==> src/rtl/pico9_uart.sv <==
// pico9_uart: 8N1 UART responder on the Pico9 CPU I/O port bus.
// TX and RX FIFOs, programmable baud divisor, sticky error flags and a level interrupt.
module pico9_uart #(
  parameter int IOMSB       = 3,
  parameter int FIFO_LOG2   = 3,
  parameter int DIV_W       = 16,
  parameter int DEFAULT_DIV = 433
) (
  input  logic             clk,
  input  logic             reset,
  input  logic [IOMSB-1:0] port,
  input  logic             iord,
  input  logic             iowr,
  input  logic [8:0]       wdata,
  output logic [8:0]       rdata,
  input  logic             rxd,
  output logic             txd,
  output logic             irq
);

  localparam int DEPTH = 1 << FIFO_LOG2;
  localparam int PW    = FIFO_LOG2 + 1;

  typedef enum logic [1:0] {TX_IDLE, TX_START, TX_DATA, TX_STOP} tx_state_t;
  typedef enum logic [1:0] {RX_IDLE, RX_START, RX_DATA, RX_STOP} rx_state_t;

  logic [DIV_W-1:0] div_q, div_wr;
  logic             rx_ie, tx_ie, ovr, ferr;
  logic             wr_tx, wr_ctrl, wr_divl, wr_divh;

  logic [7:0]    tx_mem [DEPTH];
  logic [PW-1:0] tx_wp, tx_rp, tx_count;
  logic [7:0]    tx_head;
  logic          tx_empty, tx_full, tx_push, tx_pop, tx_flush, tx_avail, tx_idle;

  logic [7:0]    rx_mem [DEPTH];
  logic [PW-1:0] rx_wp, rx_rp, rx_count;
  logic [7:0]    rx_head;
  logic          rx_empty, rx_full, rx_push, rx_pop, rx_flush;
  logic          rx_push_req, rx_ferr_evt, ovr_evt;

  tx_state_t        tx_state, tx_state_nx;
  logic [DIV_W-1:0] tx_cnt, tx_cnt_nx, tx_div, tx_div_nx;
  logic [7:0]       tx_sh, tx_sh_nx;
  logic [2:0]       tx_bit, tx_bit_nx;

  rx_state_t        rx_state, rx_state_nx;
  logic [DIV_W-1:0] rx_cnt, rx_cnt_nx, rx_div, rx_div_nx, rx_mid;
  logic [7:0]       rx_sh, rx_sh_nx;
  logic [2:0]       rx_bit, rx_bit_nx;
  logic             rx_meta, rx_s, rx_prev;

  assign wr_tx   = iowr && (port == IOMSB'(0));
  assign wr_ctrl = iowr && (port == IOMSB'(1));
  assign wr_divl = iowr && (port == IOMSB'(2));
  assign wr_divh = iowr && (port == IOMSB'(3));

  assign tx_flush = wr_ctrl && wdata[2];
  assign rx_flush = wr_ctrl && wdata[1];

  assign tx_count = tx_wp - tx_rp;
  assign tx_empty = (tx_count == '0);
  assign tx_full  = (tx_count == PW'(DEPTH));
  assign tx_head  = tx_mem[tx_rp[FIFO_LOG2-1:0]];
  assign tx_avail = !tx_empty && !tx_flush;
  assign tx_push  = wr_tx && !tx_flush && (!tx_full || tx_pop);
  assign tx_idle  = (tx_state == TX_IDLE) && tx_empty;

  assign rx_count = rx_wp - rx_rp;
  assign rx_empty = (rx_count == '0);
  assign rx_full  = (rx_count == PW'(DEPTH));
  assign rx_head  = rx_mem[rx_rp[FIFO_LOG2-1:0]];
  assign rx_pop   = iord && (port == IOMSB'(0)) && !rx_empty;
  // A pop in the same cycle frees the slot the receiver needs
  assign rx_push  = rx_push_req && !rx_flush && (!rx_full || rx_pop);
  assign ovr_evt  = rx_push_req && !rx_flush && rx_full && !rx_pop;

  assign irq = (rx_ie && !rx_empty) || (tx_ie && tx_empty);

  always_comb begin
    div_wr = div_q;
    if (wr_divl) div_wr[8:0] = wdata;
    if (wr_divh) div_wr[DIV_W-1:9] = wdata[DIV_W-10:0];
    if (div_wr < DIV_W'(3)) div_wr = DIV_W'(3);
  end

  always_ff @(posedge clk) begin
    if (reset) begin
      div_q <= DIV_W'(DEFAULT_DIV);
      rx_ie <= 1'b0;
      tx_ie <= 1'b0;
      ovr   <= 1'b0;
      ferr  <= 1'b0;
    end else begin
      if (wr_divl || wr_divh) div_q <= div_wr;
      if (wr_ctrl) begin
        rx_ie <= wdata[3];
        tx_ie <= wdata[4];
      end
      // A new error outranks a clear issued in the same cycle
      if (ovr_evt) ovr <= 1'b1;
      else if (wr_ctrl && wdata[0]) ovr <= 1'b0;
      if (rx_ferr_evt) ferr <= 1'b1;
      else if (wr_ctrl && wdata[0]) ferr <= 1'b0;
    end
  end

  always_ff @(posedge clk) begin
    if (reset || tx_flush) begin
      tx_wp <= '0;
      tx_rp <= '0;
    end else begin
      if (tx_push) tx_wp <= tx_wp + PW'(1);
      if (tx_pop)  tx_rp <= tx_rp + PW'(1);
    end
  end

  always_ff @(posedge clk) begin
    if (tx_push) tx_mem[tx_wp[FIFO_LOG2-1:0]] <= wdata[7:0];
  end

  always_ff @(posedge clk) begin
    if (reset || rx_flush) begin
      rx_wp <= '0;
      rx_rp <= '0;
    end else begin
      if (rx_push) rx_wp <= rx_wp + PW'(1);
      if (rx_pop)  rx_rp <= rx_rp + PW'(1);
    end
  end

  always_ff @(posedge clk) begin
    if (rx_push) rx_mem[rx_wp[FIFO_LOG2-1:0]] <= rx_sh;
  end

  always_comb begin
    rdata = '0;
    case (port)
      IOMSB'(0): rdata = rx_empty ? 9'h000 : {1'b0, rx_head};
      IOMSB'(1): rdata = {4'b0000, ferr, ovr, tx_idle, tx_full, !rx_empty};
      IOMSB'(2): rdata = 9'(rx_count);
      IOMSB'(3): rdata = 9'(tx_count);
      default:   rdata = '0;
    endcase
  end

  always_ff @(posedge clk) begin
    if (reset) begin
      tx_state <= TX_IDLE;
      tx_cnt   <= '0;
      tx_div   <= DIV_W'(DEFAULT_DIV);
      tx_sh    <= '0;
      tx_bit   <= '0;
      txd      <= 1'b1;
    end else begin
      tx_state <= tx_state_nx;
      tx_cnt   <= tx_cnt_nx;
      tx_div   <= tx_div_nx;
      tx_sh    <= tx_sh_nx;
      tx_bit   <= tx_bit_nx;
      case (tx_state_nx)
        TX_START: txd <= 1'b0;
        TX_DATA:  txd <= tx_sh_nx[0];
        default:  txd <= 1'b1;
      endcase
    end
  end

  // The divisor is re-latched only at bit boundaries so a frame never stretches mid-bit
  always_comb begin
    tx_state_nx = tx_state;
    tx_cnt_nx   = tx_cnt + DIV_W'(1);
    tx_div_nx   = tx_div;
    tx_sh_nx    = tx_sh;
    tx_bit_nx   = tx_bit;
    tx_pop      = 1'b0;
    case (tx_state)
      TX_IDLE: begin
        tx_cnt_nx = '0;
        tx_div_nx = div_q;
        if (tx_avail) begin
          tx_pop      = 1'b1;
          tx_sh_nx    = tx_head;
          tx_state_nx = TX_START;
        end
      end
      TX_START: begin
        if (tx_cnt == tx_div) begin
          tx_cnt_nx   = '0;
          tx_div_nx   = div_q;
          tx_bit_nx   = '0;
          tx_state_nx = TX_DATA;
        end
      end
      TX_DATA: begin
        if (tx_cnt == tx_div) begin
          tx_cnt_nx = '0;
          tx_div_nx = div_q;
          tx_sh_nx  = {1'b0, tx_sh[7:1]};
          tx_bit_nx = tx_bit + 3'd1;
          if (tx_bit == 3'd7) tx_state_nx = TX_STOP;
        end
      end
      TX_STOP: begin
        if (tx_cnt == tx_div) begin
          tx_cnt_nx = '0;
          tx_div_nx = div_q;
          if (tx_avail) begin
            tx_pop      = 1'b1;
            tx_sh_nx    = tx_head;
            tx_state_nx = TX_START;
          end else begin
            tx_state_nx = TX_IDLE;
          end
        end
      end
      default: tx_state_nx = TX_IDLE;
    endcase
  end

  always_ff @(posedge clk) begin
    if (reset) begin
      rx_meta  <= 1'b1;
      rx_s     <= 1'b1;
      rx_prev  <= 1'b1;
      rx_state <= RX_IDLE;
      rx_cnt   <= '0;
      rx_div   <= DIV_W'(DEFAULT_DIV);
      rx_sh    <= '0;
      rx_bit   <= '0;
    end else begin
      rx_meta  <= rxd;
      rx_s     <= rx_meta;
      rx_prev  <= rx_s;
      rx_state <= rx_state_nx;
      rx_cnt   <= rx_cnt_nx;
      rx_div   <= rx_div_nx;
      rx_sh    <= rx_sh_nx;
      rx_bit   <= rx_bit_nx;
    end
  end

  // (DIV+1)>>1 clocks after the falling edge, expressed as a terminal count
  assign rx_mid = (rx_div - DIV_W'(1)) >> 1;

  always_comb begin
    rx_state_nx = rx_state;
    rx_cnt_nx   = rx_cnt + DIV_W'(1);
    rx_div_nx   = rx_div;
    rx_sh_nx    = rx_sh;
    rx_bit_nx   = rx_bit;
    rx_push_req = 1'b0;
    rx_ferr_evt = 1'b0;
    case (rx_state)
      RX_IDLE: begin
        rx_cnt_nx = '0;
        rx_div_nx = div_q;
        if (rx_prev && !rx_s) rx_state_nx = RX_START;
      end
      RX_START: begin
        if (rx_cnt == rx_mid) begin
          rx_cnt_nx   = '0;
          rx_div_nx   = div_q;
          rx_bit_nx   = '0;
          rx_state_nx = rx_s ? RX_IDLE : RX_DATA;
        end
      end
      RX_DATA: begin
        if (rx_cnt == rx_div) begin
          rx_cnt_nx = '0;
          rx_div_nx = div_q;
          rx_sh_nx  = {rx_s, rx_sh[7:1]};
          rx_bit_nx = rx_bit + 3'd1;
          if (rx_bit == 3'd7) rx_state_nx = RX_STOP;
        end
      end
      RX_STOP: begin
        if (rx_cnt == rx_div) begin
          rx_state_nx = RX_IDLE;
          if (rx_s) rx_push_req = 1'b1;
          else rx_ferr_evt = 1'b1;
        end
      end
      default: rx_state_nx = RX_IDLE;
    endcase
  end

endmodule

==> config.mk <==
export PLATFORM = sky130hd
export DESIGN_NAME = pico9_uart
export DESIGN_NICKNAME = d
export VERILOG_FILES = /design/src/rtl/pico9_uart.sv
export SDC_FILE = /design/constraint.sdc
export NUM_CORES = 1
export LEC_CHECK = 0
export CORE_MARGIN = 3
export CORE_UTILIZATION = 25
export DETAILED_ROUTE_END_ITERATION = 12
export PLACE_DENSITY_LB_ADDON = 0.05
export SYNTH_ARGS = -nofsm -noshare
export SYNTH_HDL_FRONTEND = slang
export SYNTH_SLANG_ARGS = --single-unit
==> constraint.sdc <==
create_clock -name clk -period 3.2 [get_ports clk]
set_clock_uncertainty 0.2 [all_clocks]
set_input_delay 0.64 -clock clk [delete_from_list [all_inputs] [get_ports clk]]
set_output_delay 0.64 -clock clk [all_outputs]
set_load 0.01 [all_outputs]
==> impl_metrics.toml <==
[outcome]
status = "finished with violations"
violations = "negative setup slack"

[global_routing]
grt_pass1_wl_mm = 53.6
grt_usage_pct = 13.9
grt_pass1_vias = 8619
antenna_found_initial = 0
grt.overflow.total = 0
grt_max_degree = 71

[power]
internal_power_mw = 6.75
power_frac_seq_pct = 40.7
combPwrFrac_pct = 18.3
leakage_nw = 5.33
peakVddDrop_v = 0.000298
clockPowerShare_pct = 41.0
power.density_nw_per_um2 = 612
p_sw_mw = 2.56
p_sw_share_pct = 27.5

[timing]
fin_ws_ns = -0.147
finalSetupTns_ns = -0.807
report.final.setup_viol = 8
maxClockFrequency_mhz = 299
period_share_pct = 105
finalHoldViolCount = 0
timing.hold.ws_ns = 0.212
final_period_minus_worst_setup_slack_ns = 3.35
drv_slew = 0
worst_slew_pin_slew_ns = 0.861
slew_headroom_pct = 42.6
grt_setup_unrepaired = "true"

[worst_setup_path]
critPathBufInv = 2
worst-setup-path-type = "reg2out"
cpMostUsedCell = "nand2_4"
path_max_fanout = 3
cpLargestDelayFamily = "adder cells"
cp_cell_sequence = "inv_2 > ha_4 > fa_2 > and3_4 > nand2_4 > nand2_4 > o21ai_2 > a221o_1 > buf_2"
cp.required_ns = 2.36
crit_path_end_kind = "output pin"
worst_setup_path_start_kind = "flip-flop"
cp_slowest_cell = "fa_2"
slowest_delay_ns = 0.53
critPathArrivalTime_ns = 2.51

[synth]
syn_inst = 1039
synth-seq-cells = 264
yosys_warnings = 0
synthFlopType = "dfxtp_1"
synth_area_leaders = "edfxtp_1 32%, dfxtp_1 23%, mux4_2 6.0%"
syn_nets = 1080
synth_edf_count = 128
synth_top_area_share_pct = 32.2
avgSynthCellArea_um2 = 11.5
ys_seq_area_share_pct = 55.0
synth_top_area_cell = "edfxtp_1"
synth_commonest_cells = "136 x dfxtp_1, 128 x edfxtp_1, 125 x nor2_1"
netlist_area_um2 = 11900
async_flop_share_pct = 0
synth.most_common_cell = "dfxtp_1"
ys_types = 75

[route]
drtIter0Drc = 367
drc_errors = 0
first_pass_iters = 5
ant_nets = 0
wl_mm = 34.4
vias_per_cell = 4.55
vias = 8300
wl_per_cell_um = 18.9

[cts]
cts_buffer_depth = 3
postCtsHoldBufs = 0
clock_sinks = 264
ctsHtreeMaxLevel = 2
clock_latency_ns = 0.54
ctsRootBufferMaster = "clkbuf_16"
cts_tree = "done"
clkTransAtPathRegs_ns = 0.06
numCtsBuffers = 35

[floorplan]
row_count = 79
coreArea_um2 = 46900
die_w_um = 225
start_util_pct = 25.5
die_h_um = 225
die_area_um2 = 50400
ios = 28

[place]
dp_cells = 1744
port_buffers = 26
hpwlAfterDp_mm = 24.5
place_congestion = 0.754
placed_area_um2 = 13700

[cells_and_area]
final_util_pct = 32.5
antenna_cells = 0
nNetsFinal = 1230
instances_no_fill = 1823
final_area_um2 = 15200
drive_gt1_share_pct = 24.5
synthToLayoutAreaGrowth_pct = 27.4

[worst_hold_path]
hold_class = "reg2reg"

[flow_run]
cap_viol_max_count = 0
-- registers in the layout, summed over array words and instances (netlist names), 2 cells and up, named ones only --
register,cells
tx_bit,3
rx_rp,4
rx_sh,8
tx_state,2
tx_rp,4
tx_div,16
rx_bit,3
tx_mem,64
rx_div,16
tx_wp,4
rx_wp,4
tx_sh,8
tx_cnt,16
rx_mem,64
rx_cnt,16
div_q,16
-- power groups by stage --
stage	sequential (mW)	combinational (mW)	clock (mW)
after global placement	3.86	1.60	0
after floorplan	3.78	0.984	0
after global routing	3.81	1.87	4.12
final	3.79	1.71	3.82
after detailed placement	3.86	1.59	0
after CTS	3.80	1.68	3.97
-- path summary, 6_finish.rpt --
check,from,cells past startpoint,end,slack [ns]
worst max register to register,rx_div[2],10,rx_div[7],0.18
worst max-delay path,rx_wp[0],9,rdata[0],-0.15
worst min-delay path,rx_meta,1,rx_s,0.21
worst min register to register,rx_meta,1,rx_s,0.21
-- cell type report --
| cell class | instances | area [µm²] |
|---|---|---|
| Multi-Input combinational cell | 687 | 5270 |
| Clock inverter | 13 | 149 |
| Sequential cell | 264 | 6580 |
| Clock buffer | 51 | 976 |
| Timing Repair Buffer | 165 | 1360 |
| Tap cell | 607 | 759 |
| Inverter | 36 | 135 |
| Fill cell | 4796 | 31600 |
-- per-layer routing --
metal	track usage, %	vias to the layer above	share of wire, %
li1	-	4084	-
met1	18.8	4072	48
met2	23.2	96	47
met3	2.65	48	2.9
met4	3.65	0	2.2
met5	0	-	0
-- cell families after synthesis --
family | Yosys count | share of synthesized area [%]
buffers and inverters | 88 | 3.05
adders and majority gates | 24 | 2.64
DFF | 264 | 55.0
muxes | 75 | 9.65
AOI/OAI and AO/OA | 163 | 9.45
other | 1 | 0.0314
and+or+nand+nor | 330 | 13.3
xor gates and xnor gates | 94 | 6.89
-- stage by stage --
step,power [mW],worst slack (ns)
after floorplan,4.77,-0.0127
after global placement,5.46,-0.201
after detailed placement,5.45,-0.203
after CTS,9.44,-0.222
after global routing,9.80,-0.239
final,9.32,-0.147
-- timing repair --
| item | CTS | global route |
|---|---|---|
| setup buffers | 11 | 8 |
| pin swaps | 18 | 14 |
| endpoints found under the setup margin | 10 | 109 |
| hold endpoints to repair | 0 | 0 |
| gates resized for setup | 68 | 37 |
-- worst register-to-register path, delay by kind of cell, from the launching register on --
kind	cells	cell delay (ns)
simple gates	1	0.48
buf+inv	3	0.54
compound gates	6	1.34
flops	1	0.32
-- cells in the final DEF, fill, tap and decap left out, types with 35 or more instances in the layout --
master and instances:
dfxtp_1 128, edfxtp_1 128, buf_4 126, nor2_1 119
xnor2_1 63, nand2_1 62, mux2i_1 41, o21ai_0 38
a21oi_1 35, clkbuf_16 35
(Power assumes the default switching activity.)
